--- src/rtl/ifu.sv ---
// ifu: PC holder, single-outstanding fetch, one-entry buffer toward decode.
// Ports: clk/rst_n, redirect_*_i, imem_req_*, imem_rsp_*_i, inst_*, pc_o, misalign_o.
// Option: `YSYX_23060251_IFU_MISALIGN_CHK_EN adds a TRAP state that presents
// misaligned redirect targets as a fault entry; otherwise targets are word-aligned.
module ifu #(
  parameter logic [63:0] RESET_PC = 64'h8000_0000
) (
  input  logic        clk,
  input  logic        rst_n,
  input  logic        redirect_valid_i,
  input  logic [63:0] redirect_pc_i,
  output logic        imem_req_valid_o,
  input  logic        imem_req_ready_i,
  output logic [63:0] imem_req_addr_o,
  input  logic        imem_rsp_valid_i,
  input  logic [31:0] imem_rsp_data_i,
  output logic        inst_valid_o,
  input  logic        inst_ready_i,
  output logic [31:0] inst_o,
  output logic [63:0] pc_o,
  output logic        misalign_o
);

  localparam logic [31:0] NOP = 32'h0000_0013;

`ifdef YSYX_23060251_IFU_MISALIGN_CHK_EN
  typedef enum logic [1:0] {REQ, WAIT, HOLD, TRAP} state_t;
`else
  typedef enum logic [1:0] {REQ, WAIT, HOLD} state_t;
`endif

  state_t      state_q, state_d;
  logic [63:0] pc_q, pc_d;
  logic [63:0] pco_q, pco_d;
  logic [63:0] tgt;
  logic [31:0] inst_q, inst_d;
  logic        kill_q, kill_d;
  logic        vld_q, vld_d;

`ifdef YSYX_23060251_IFU_MISALIGN_CHK_EN
  logic mis_q, mis_d;
  logic trap_go;

  assign tgt = redirect_pc_i;

  // In WAIT a misaligned target only takes effect once the pending
  // response has been drained (same cycle, or later via kill).
  assign trap_go = (state_q == WAIT)
    ? imem_rsp_valid_i & (redirect_valid_i ? |tgt[1:0]
                                           : kill_q & |pc_q[1:0])
    : redirect_valid_i & |tgt[1:0];

  assign misalign_o = mis_q;
`else
  assign tgt        = redirect_pc_i & ~64'h3;
  assign misalign_o = 1'b0;
`endif

  assign imem_req_valid_o = (state_q == REQ) & ~redirect_valid_i;
  assign imem_req_addr_o  = pc_q;
  assign inst_valid_o     = vld_q;
  assign inst_o           = inst_q;
  assign pc_o             = pco_q;

  always_ff @(posedge clk or negedge rst_n) begin
    if (!rst_n) begin
      state_q <= REQ;
      pc_q    <= RESET_PC;
      kill_q  <= 1'b0;
      vld_q   <= 1'b0;
      inst_q  <= NOP;
      pco_q   <= '0;
    end else begin
      state_q <= state_d;
      pc_q    <= pc_d;
      kill_q  <= kill_d;
      vld_q   <= vld_d;
      inst_q  <= inst_d;
      pco_q   <= pco_d;
    end
  end

`ifdef YSYX_23060251_IFU_MISALIGN_CHK_EN
  always_ff @(posedge clk or negedge rst_n) begin
    if (!rst_n) mis_q <= 1'b0;
    else        mis_q <= mis_d;
  end
`endif

  always_comb begin
    state_d = state_q;
    pc_d    = pc_q;
    kill_d  = kill_q;
    inst_d  = inst_q;
    pco_d   = pco_q;
    case (state_q)
      REQ: begin
        if (redirect_valid_i)      pc_d    = tgt;
        else if (imem_req_ready_i) state_d = WAIT;
      end
      WAIT: begin
        if (imem_rsp_valid_i) begin
          kill_d = 1'b0;
          if (redirect_valid_i) begin
            pc_d    = tgt;
            state_d = REQ;
          end else if (kill_q) begin
            state_d = REQ;
          end else begin
            inst_d  = imem_rsp_data_i;
            pco_d   = pc_q;
            state_d = HOLD;
          end
        end else if (redirect_valid_i) begin
          pc_d   = tgt;
          kill_d = 1'b1;
        end
      end
      HOLD: begin
        if (redirect_valid_i) begin
          pc_d    = tgt;
          state_d = REQ;
        end else if (inst_ready_i) begin
          pc_d    = pc_q + 64'd4;
          state_d = REQ;
        end
      end
`ifdef YSYX_23060251_IFU_MISALIGN_CHK_EN
      TRAP: begin
        if (redirect_valid_i) begin
          pc_d    = tgt;
          state_d = REQ;
        end
      end
`endif
      default: state_d = REQ;
    endcase
`ifdef YSYX_23060251_IFU_MISALIGN_CHK_EN
    if (trap_go) begin
      state_d = TRAP;
      inst_d  = NOP;
      pco_d   = pc_d;
    end
    vld_d = (state_d == HOLD) | (state_d == TRAP);
    mis_d = (state_d == TRAP);
`else
    vld_d = (state_d == HOLD);
`endif
  end

endmodule

--- config.mk ---
export PLATFORM = sky130hd
export DESIGN_NAME = ifu
export DESIGN_NICKNAME = d
export VERILOG_FILES = /design/src/rtl/ifu.sv
export SDC_FILE = /design/constraint.sdc
export NUM_CORES = 1
export LEC_CHECK = 0
export BUFFER_PORTS_ARGS = -buffer_cell sky130_fd_sc_hd__buf_4
export CORE_UTILIZATION = 30
export CTS_CLUSTER_DIAMETER = 80
export DETAILED_ROUTE_END_ITERATION = 12
export HOLD_SLACK_MARGIN = 0.05
export PLACE_DENSITY_LB_ADDON = 0.3
export SYNTH_ARGS = -nofsm -noshare
export SYNTH_HDL_FRONTEND = slang
export SYNTH_SLANG_ARGS = --single-unit
--- constraint.sdc ---
create_clock -name clk -period 2.2 [get_ports clk]
set_clock_uncertainty 0.05 [all_clocks]
set_input_delay 0.44 -clock clk [delete_from_list [all_inputs] [get_ports clk]]
set_output_delay 0.44 -clock clk [all_outputs]
set_load 0.005 [all_outputs]
; ---- After elaboration in Yosys (flattened, before gate mapping)
; Cells that the tools add are included.
[totals]
register_bits = 164
input_bits = 102
output_inout_bits = 163
wordCells = 36
[op_classes]
n_addsub = 1
n_eq_ne = 5
n_mux = 14
bitwise_logic = 3
n_reduce_logical = 7
[op_table]
columns = cell, count
row1 = $mux 64, 3
row2 = $pmux 64 s2, 1
row3 = $add 64x3->64 const B, 1
row4 = $mux 2, 7
row5 = $pmux 2 s3, 1
row6 = $eq 2x2->1 const B, 2
row7 = $reduce_and 4->1, 1
row8 = $reduce_bool 2->1, 2
row9 = $ne 3x3->1 const B, 1
row10 = $reduce_and 3->1, 1
row11 = $eq 2x1->1 const B, 1
row12 = $logic_not 2->1, 1
row13 = $mux 1, 2
row14 = $ne 2x1->1 const B, 1
row15 = $not 1->1, 2
row16 = $reduce_and 2->1, 1
row17 = $reduce_or 2->1, 1
row18 = $and 1x1->1, 1

; ---- Depth between registers and ports, before layout
; Gate-level depths: netlist (run 1).
[logic_depth]
depth_word = 5
depth_mapped = 9
mapped_depth_nobuf = 7

; ---- Least setup slack after synthesis (run 1)
; No wires, ideal clock.
[synth_timing]
path_kind = flip-flop to flip-flop
startpoint = reg pc_q[2], in the netlist imem_req_addr_o[2]
endpoint = reg pc_q[48], in the netlist imem_req_addr_o[48]
setup_ns = 0.137
arrival_time_ns = 1.951
required_time_ns = 2.013
path_slack_ns = 0.062
path_stages_with_launch = 8
n_path_buf = 0
period_less_slack_ns = 2.138
path_cell_list = dfrtp_1 > ha_1 > and3_1 > nand3_4 > nor4_4 > nand3_1 > o32ai_1 > a21oi_1
[synth_between]
elab_chain_len = 4
[synth_rtl]
columns = element, line
row1 = from (decl), 33  ; logic [63:0] pc_q, pc_d;
row2 = from (signal assigned), 75  ; pc_q <= pc_d;
row3 = $add 64x3->64, 124  ; pc_d = pc_q + 64'd4;
row4 = $mux 64, 123  ; end else if (inst_ready_i) begin
row5 = $mux 64, 120  ; if (redirect_valid_i) begin
row6 = $pmux 64 s2, 96  ; case (state_q)
; Every way passes these cells. The select of a mux whose other input is x is not followed.
; A chain may end at the register's enable or synchronous reset.

; ---- Final worst setup path (run 1)
[layout_timing]
startpoint = reg pc_q[12], in the netlist imem_req_addr_o[12]
endpoint = reg pc_q[52], in the netlist imem_req_addr_o[52]
; The elaborated chain is that of the path after synthesis.

==> impl_metrics.json, run 1 <==
{
  "yosysSeqAreaShare_pct": 50.6,
  "status": "finished clean",
  "slew_viol_final": 0,
  "hold_violations": 0,
  "clock-root-buffer": "clkbuf_16",
  "dieHeight_um": 164,
  "postRouteAntennaNets": 0,
  "clkTransAtPathRegs_ps": 80,
  "cp.arrival_ps": 2510,
  "yosys_warnings": 0,
  "reg2reg_slack_ps": 20,
  "cts_buffer_depth": 2,
  "ys_seq_elements": 160,
  "utilization_pct": 45.7,
  "finalCritPeriodShare_pct": 99.3,
  "setup_viol": 0,
  "wl_per_cell_um": 18.7,
  "core-area_sq_um": 26000,
  "min_to": "kill_q",
  "synth_area_sq_um": 7920,
  "r2r_end": "imem_req_addr_o[52]",
  "rows": 59,
  "grt_usage_pct": 20.1,
  "cts_buffers": 17,
  "viasPerCell": 5.18,
  "synth_ff_type": "dfrtp_1",
  "cts_tree": "yes",
  "drc": 0,
  "synthTopCellsByArea": "dfrtp_1, mux2_2, a21oi_1",
  "drive_above_1_share_pct": 49.7,
  "io_pins": 265,
  "worstPathRequired_ps": 2530,
  "powerDensity_nw_per_um2": 973,
  "worstSkewPairLatency_ps": 450,
  "total_power_mw": 11.6,
  "diodes": 0,
  "syn_to_final_growth_pct": 50.1,
  "leakage_nw": 5.33,
  "cp_max_fo": 4,
  "io_buffers": 257,
  "hold_class": "primary input to flip-flop",
  "whs_ps": 156,
  "yosysTopAreaCell": "dfrtp_1",
  "place_congestion": 0.877,
  "rr_worst_depth": 7,
  "cts_sinks": 160,
  "pre_cts_ws_ps": -73.1,
  "place_hpwl_um": 20000,
  "firstDrtPassIters": 7,
  "synthTopCellsByCount": "dfrtp_1, mux2_2, nor2_1",
  "yosysMostFrequentCell": "dfrtp_1",
  "timing.final.ws_setup_ps": 16.4,
  "vdd_ir_drop_max_mv": 0.423,
  "num_vias": 7622,
  "antenna_found_initial": 1,
  "synth_edf_count": 0,
  "synth_top_area_share_pct": 49.3,
  "drt_iter0_markers": 628,
  "yosysUniqueCellTypes": 67,
  "place_area_sq_um": 11000,
  "place_inst": 1418,
  "fmaxAchievable_ghz": 0.458,
  "final_cell_area_sq_um": 11900,
  "synthCells": 771,
  "rsz0062_at_grt": "yes",
  "die_x_um": 164,
  "grt_pass1_wl_um": 41500,
  "cap_viol_max_count": 0,
  "wl_um": 27500,
  "crit_path_end_kind": "flip-flop",
  "min_path_cells": 2,
  "setup_tns_ps": 0,
  "crit_type": "flip-flop to flip-flop",
  "start_util_pct": 30.5,
  "layout.cells.non_filler": 1471,
  "period_minus_slack_ps": 2180,
  "r2r-start": "imem_req_addr_o[12]",
  "syn_area_per_cell_sq_um": 10.3,
  "die_area_sq_um": 27100,
  "synthArstFlopShare_pct": 100,
  "fin_nets": 1226,
  "startpoint_type": "flip-flop",
  "htreeDepth": 4,
  "overflow": 0,
  "grt_pass1_vias": 7249,
  "grt_max_degree": 44,
  "worstHoldStart": "imem_rsp_valid_i"
}
## cells in the final DEF, fill, tap and decap left out, types with 6 or more instances in the layout
master / n
nand2_1: 48
buf_12: 6
a31oi_1: 8
and4_1: 7
o21ai_0: 46
and3_1: 15
nor3_1: 17
dfrtp_2: 7
clkbuf_16: 17
nand4_1: 30
o22ai_1: 8
nor2_1: 57
buf_4: 381
dfrtp_1: 149
clkinv_8: 6
a21oi_1: 54
or3_1: 9
o211ai_1: 7
a211oi_1: 10
nand3_1: 37
mux2_2: 91
## worst max-delay path by stage
stage                        start                  end  slack (ps)  depth (start not counted)
2_1_floorplan   imem_req_addr_o[2]  imem_req_addr_o[48]          60                          7
3_3_place_gp   imem_req_addr_o[19]  imem_req_addr_o[63]         -90                          7
3_5_place_dp   imem_req_addr_o[19]  imem_req_addr_o[63]         -70                          7
4_1_cts        imem_req_addr_o[16]  imem_req_addr_o[62]         -30                          6
5_1_grt         imem_req_addr_o[2]  imem_req_addr_o[62]         -90                          8
6_report       imem_req_addr_o[12]  imem_req_addr_o[52]          20                          7
## area by class of cell
cell class              instances  area (sq um)
fillers                      2478         14100
inverters                       5          18.8
flip-flops and latches        160          4020
repair buffers                391          3030
well taps                     335           419
clock buffers                  17           425
clock inverters                15           189
multi-input cells             548          3790
## worst max-delay path, stage by stage, from the launching register on
cell	delay (ps)
dfrtp_1	390
buf_4	140
nand4_4	110
or4_4	480
nor2_2	160
nand4_1	220
or4_1	470
nand3_1	100
## flip-flops by register name, summed over array words and instances (netlist names)
register,flops
imem_req_addr_o,62
pc_o,62
inst_o,32
state_q,2
inst_valid_o,1
kill_q,1
## timing repair
| action | in CTS | in global routing |
|---|---|---|
| pin swaps | 5 | 18 |
| setup endpoints to repair | 13 | 27 |
| resized for setup | 7 | 33 |
| hold endpoints to repair | 37 | 0 |
| hold buffers | 1 | 0 |
| setup buffers | 4 | 16 |
## logic make-up (layout without fill, tap and decap cells)
family / count (synthesis) / in the layout / share of synthesized area (%)
and+or+nand+nor: 272 / 272 / 18.6
AOI/OAI and AO/OA: 178 / 178 / 13.9
DFF: 160 / 160 / 50.6
muxes: 92 / 92 / 13.1
buffers and inverters: 67 / 428 / 3.59
adders and majority gates: 1 / 1 / 0.158
other: 1 / 5 / 0.0473
## where the power goes
group          switching [mW]  leakage, nW  internal, mW
Combinational            1.49         3.15          2.41
Sequential              0.572         1.88          3.99
Clock                    1.55        0.299          1.55
Total                    3.61         5.33          7.96
## routing by layer
layer / vias to the layer above / routed length, um / track usage, %
met3: 39 / 1880 / 4.70
met1: 3709 / 12000 / 26.6
met2: 306 / 13100 / 32.6
li1: 3566 / - / -
met5: - / 13 / 0
met4: 2 / 486 / 6.26
(Power assumes the default switching activity.)
==> run 2, diff against run 1 <==
Settings changed: CORE_UTILIZATION 30 to 40.
==> impl_metrics.json, run 2 (synthesis results as in run 1) <==
{
  "status": "finished, violations left",
  "violations": "negative setup slack",
  "grt_max_degree": 54,
  "final_cell_area_sq_um": 11600,
  "period_minus_slack_ps": 2220,
  "cts_sinks": 160,
  "cap_viol_max_count": 0,
  "worst_slew_pin_slew_ps": 703,
  "postRouteAntennaNets": 0,
  "rows": 51,
  "wl_per_cell_um": 18.2,
  "fin_nets": 1206,
  "overflow": 0,
  "leakage_nw": 5.19,
  "finalCritPeriodShare_pct": 101,
  "setup_viol": 1,
  "worstPathRequired_ps": 2480,
  "whs_ps": 180,
  "num_vias": 7668,
  "powerDensity_nw_per_um2": 975,
  "layout.cells.non_filler": 1380,
  "grt_pass1_wl_um": 38800,
  "fmaxAchievable_ghz": 0.451,
  "cp_max_fo": 5,
  "slew_headroom_pct": 53.1,
  "crit_path_end_kind": "flip-flop",
  "io_buffers": 257,
  "crit_type": "flip-flop to flip-flop",
  "startpoint_type": "flip-flop",
  "start_util_pct": 40.7,
  "clkTransAtPathRegs_ps": 60,
  "fillers": 1675,
  "vdd_ir_drop_max_mv": 0.578,
  "die_area_sq_um": 20400,
  "final_cell_mix": "buf_4, dfrtp_1, mux2_2, nor2_1, a21oi_1",
  "drive_above_1_share_pct": 47.7,
  "grt_usage_pct": 25.1,
  "htreeDepth": 4,
  "cts_buffer_depth": 2,
  "cts_buffers": 17,
  "drt_iter0_markers": 520,
  "regArea_sq_um": 4020,
  "die_x_um": 143,
  "grt_pass1_vias": 7188,
  "rsz0062_at_grt": "yes",
  "worstSkewPairLatency_ps": 430,
  "cts_tree": "yes",
  "antenna_found_initial": 1,
  "syn_to_final_growth_pct": 46.1,
  "place_inst": 1343,
  "viasPerCell": 5.56,
  "io_pins": 265,
  "wl_um": 25200,
  "place_congestion": 0.927,
  "place_hpwl_um": 18300,
  "clock-root-buffer": "clkbuf_16",
  "firstDrtPassIters": 5,
  "timing.final.ws_setup_ps": -19.4,
  "multi_input_area_sq_um": 3760,
  "hold_class": "primary input to flip-flop",
  "slew_viol_final": 0,
  "dieHeight_um": 143,
  "final_common_cell": "buf_4",
  "place_area_sq_um": 10800,
  "drc": 0,
  "cp.arrival_ps": 2500,
  "hold_violations": 0,
  "core-area_sq_um": 19500
}
==> run 2: worst paths after layout <==
kind	start	slack (ps)	to	cells after the start
hold reg to reg	pc_o[54]	430	pc_o[54]	2
min in group asynchronous	rst_n	500	inst_o[13]	2
setup / recovery	imem_req_addr_o[10]	-20	imem_req_addr_o[57]	8
max in group asynchronous	rst_n	970	imem_req_addr_o[10]	3
hold / removal	redirect_pc_i[22]	180	imem_req_addr_o[22]	3
setup reg to reg	imem_req_addr_o[10]	-20	imem_req_addr_o[57]	8
==> run 2: through the flow <==
step	utilization, %	setup TNS (ps)	setup slack, ps	total power [mW]
5_1_grt	59.4	-612	-98.5	11.9
2_1_floorplan	-	0	62.4	5.99
3_5_place_dp	55.7	-108	-72.1	8.42
6_report	59.5	-19.4	-19.4	11.3
4_1_cts	58.8	-27.4	-11.3	11.4
3_3_place_gp	55.7	-73.6	-43.6	8.29
==> run 2: metal layers <==
metal	GRT usage, %	vias to the layer above	part of all wire [%]
met1	32.9	3771	42
li1	-	3534	-
met3	6.91	36	8.1
met5	0	-	0
met2	39.8	327	48
met4	8.43	0	2.0
==> run 2: where the power goes <==
part           internal, mW  switching, mW  total (mW)
combinational          2.36           1.46        3.82
clock                  1.74           1.15        2.89
sequential             4.00          0.570        4.57
total                  8.10           3.18        11.3
==> run 2: worst max-delay path, cell delays in order (launching register included) <==
cell and delay, ps:
dfrtp_2 410, buf_4 130, nand4_1 170, nor3_1 210, buf_4 160, or4b_4 500
nor3_2 190, nor3_1 70, a311oi_1 230
==> run 2: layout make-up <==
cell class	count	share of cell area, %
Clock buffer	24	4.16
Clock inverter	6	0.714
Tap cell	265	2.87
Inverter	5	0.162
Antenna cell	1	0.0216
Sequential cell	160	34.7
Multi-Input combinational cell	548	32.5
Timing Repair Buffer	371	24.8
==> run 2: timing repair <==
| action | CTS | global route |
|---|---|---|
| buffers inserted | 0 | 5 |
| hold buffers | 1 | 0 |
| cloned | 0 | 0 |
| endpoints found under the setup margin | 12 | 28 |
| hold endpoints to repair | 39 | 0 |
| pin swaps | 1 | 9 |
| resized for setup | 6 | 24 |
==> run 3, diff against run 2 <==
Settings changed: BUFFER_PORTS_ARGS -buffer_cell sky130_fd_sc_hd__buf_4 to not set, DONT_BUFFER_PORTS set to 1.
==> impl_metrics.json, run 3 (synthesis results as in run 1) <==
{
  "status": "finished, violations left",
  "violations": "negative hold slack",
  "place_area_sq_um": 8850,
  "grt-busiest-layer": "met2",
  "drive_above_1_share_pct": 32.6,
  "r2r-start": "imem_req_addr_o[9]",
  "total_power_mw": 9.74,
  "die_x_um": 143,
  "hold_class": "primary input to asynchronous set/reset pin",
  "cap_viol_max_count": 0,
  "r2r_end": "imem_req_addr_o[43]",
  "htreeDepth": 4,
  "place_congestion": 0.856,
  "die_area_sq_um": 20400,
  "worstSkewPairLatency_ps": 430,
  "fin_nets": 944,
  "postRouteAntennaNets": 0,
  "fmaxAchievable_ghz": 0.468,
  "dieHeight_um": 143,
  "clock-root-buffer": "clkbuf_16",
  "finalCritPeriodShare_pct": 97.0,
  "critPathMaxStageDelay_ps": 430,
  "rows": 51,
  "core-area_sq_um": 19500,
  "clkTransAtPathRegs_ps": 70,
  "viasPerCell": 5.84,
  "overflow": 0,
  "utilization_pct": 49.4,
  "io_pins": 265,
  "final_cell_mix": "dfrtp_1, buf_4, mux2_2, nor2_1, a21oi_1",
  "hold_violations": 157,
  "firstDrtPassIters": 5,
  "grt_max_degree": 161,
  "crit_path_end_kind": "flip-flop",
  "setup_viol": 0,
  "powerDensity_nw_per_um2": 1010,
  "final_common_cell": "dfrtp_1",
  "grt_usage_pct": 23.2,
  "ctsHoldBuffers": 1,
  "critPathSlowestCell": "dfrtp_1",
  "cp_max_fo": 6,
  "rr_worst_depth": 9,
  "slew_viol_final": 0,
  "grt_pass1_vias": 6312,
  "leakage_nw": 3.93,
  "crit_chain": "nand4_1 > nor4_4 > buf_4 > nand4_1 > buf_6 > buf_4 > or3_1 > o21ai_0 > a21oi_1",
  "groute.layer.met3.usage_pct": 7.65,
  "whs_ps": -343,
  "reg2reg_slack_ps": 70,
  "cp.arrival_ps": 2380,
  "final_cell_area_sq_um": 9610,
  "cts_buffers": 17,
  "crit_type": "flip-flop to flip-flop",
  "start_util_pct": 40.7,
  "cts_buffer_depth": 2,
  "vdd_ir_drop_max_mv": 0.505,
  "globalRouteMet1Util_pct": 29.8,
  "cts_sinks": 160,
  "startpoint_type": "flip-flop",
  "drc": 0,
  "rsz0062_at_grt": "yes",
  "place_hpwl_um": 16500,
  "cts_tree": "yes",
  "cp-startpoint": "imem_req_addr_o[9]",
  "num_vias": 6537,
  "fillers": 1772,
  "grtUsageMet2_pct": 36.9,
  "drt_iter0_markers": 440,
  "wl_per_cell_um": 21.1,
  "slew_headroom_pct": 47.0,
  "grt_pass1_wl_um": 35700,
  "wl_um": 23600,
  "syn_to_final_growth_pct": 21.3,
  "io_buffers": 0,
  "worst_slew_pin_slew_ps": 792,
  "period_minus_slack_ps": 2130,
  "setup_tns_ps": 0,
  "antenna_found_initial": 0,
  "worstPathRequired_ps": 2450
}
==> run 3: cell count changes in the layout (fill, tap and decap cells not counted), sizes merged <==
cell	before	now
buf	370	108
inv	5	7
clkinv	3	4
clkbuf	24	21
clkinvlp	1	3
==> run 3: per-stage QoR <==
step	setup slack, ps	std cells	hold WS, ps
after floorplan	62.4	775	94.4
after global placement	-33.3	1083	97.3
after detailed placement	-83.9	1083	97.5
after CTS	0.738	1116	-368
after global routing	-31.2	1119	-368
final	65.0	1120	-343
==> run 3: area by class of cell <==
type | count | area (sq um) | share of cell area [%]
tap | 265 | 332 | 3.45
antenna | 1 | 2.50 | 0.0260
timing repair buffer | 109 | 862 | 8.97
clock buffer | 21 | 460 | 4.79
multi-input combinational | 548 | 3780 | 39.4
clock inverter | 11 | 131 | 1.37
inverter | 5 | 18.8 | 0.195
sequential | 160 | 4020 | 41.8
==> run 3: report_power, final <==
part           internal (mW)  switching (mW)  total (mW)  leakage (nW)
sequential              4.01           0.807        4.81          1.88
clock                   1.74            1.28        3.02         0.280
combinational           1.06           0.846        1.90          1.78
total                   6.81            2.93        9.74          3.93
==> run 3: how the worst max path moves through the flow <==
stage | slack, ps | endpoint
after floorplan | 60 | imem_req_addr_o[48]
after global placement | -30 | imem_req_addr_o[63]
after detailed placement | -80 | imem_req_addr_o[57]
after CTS | 0.7 | imem_req_addr_o[63]
after global routing | -30 | imem_req_addr_o[62]
final | 70 | imem_req_addr_o[43]
==> run 3: timing repair <==
item                                    CTS  global route
hold endpoints to repair                161           160
buffers inserted                          0             3
gates resized for setup                   5            33
pin swaps                                 0            10
endpoints found under the setup margin    5            25
gates cloned                              0             0
==> run 3: critical path, delay by kind of cell (launching register included) <==
family | cells | cell delay, ps
buffers and inverters | 3 | 470
AND/OR/NAND/NOR | 4 | 880
AO/OA/AOI/OAI | 2 | 170
flip-flops | 1 | 430
==> run 3: metal layers <==
| metal | wire length, um | share of wire, % | up-vias |
|---|---|---|---|
| met5 | 0 | 0 | - |
| met4 | 320 | 1.4 | 0 |
| met3 | 2220 | 9.4 | 18 |
| met2 | 11100 | 47 | 279 |
| met1 | 9890 | 42 | 3246 |
| li1 | - | - | 2994 |
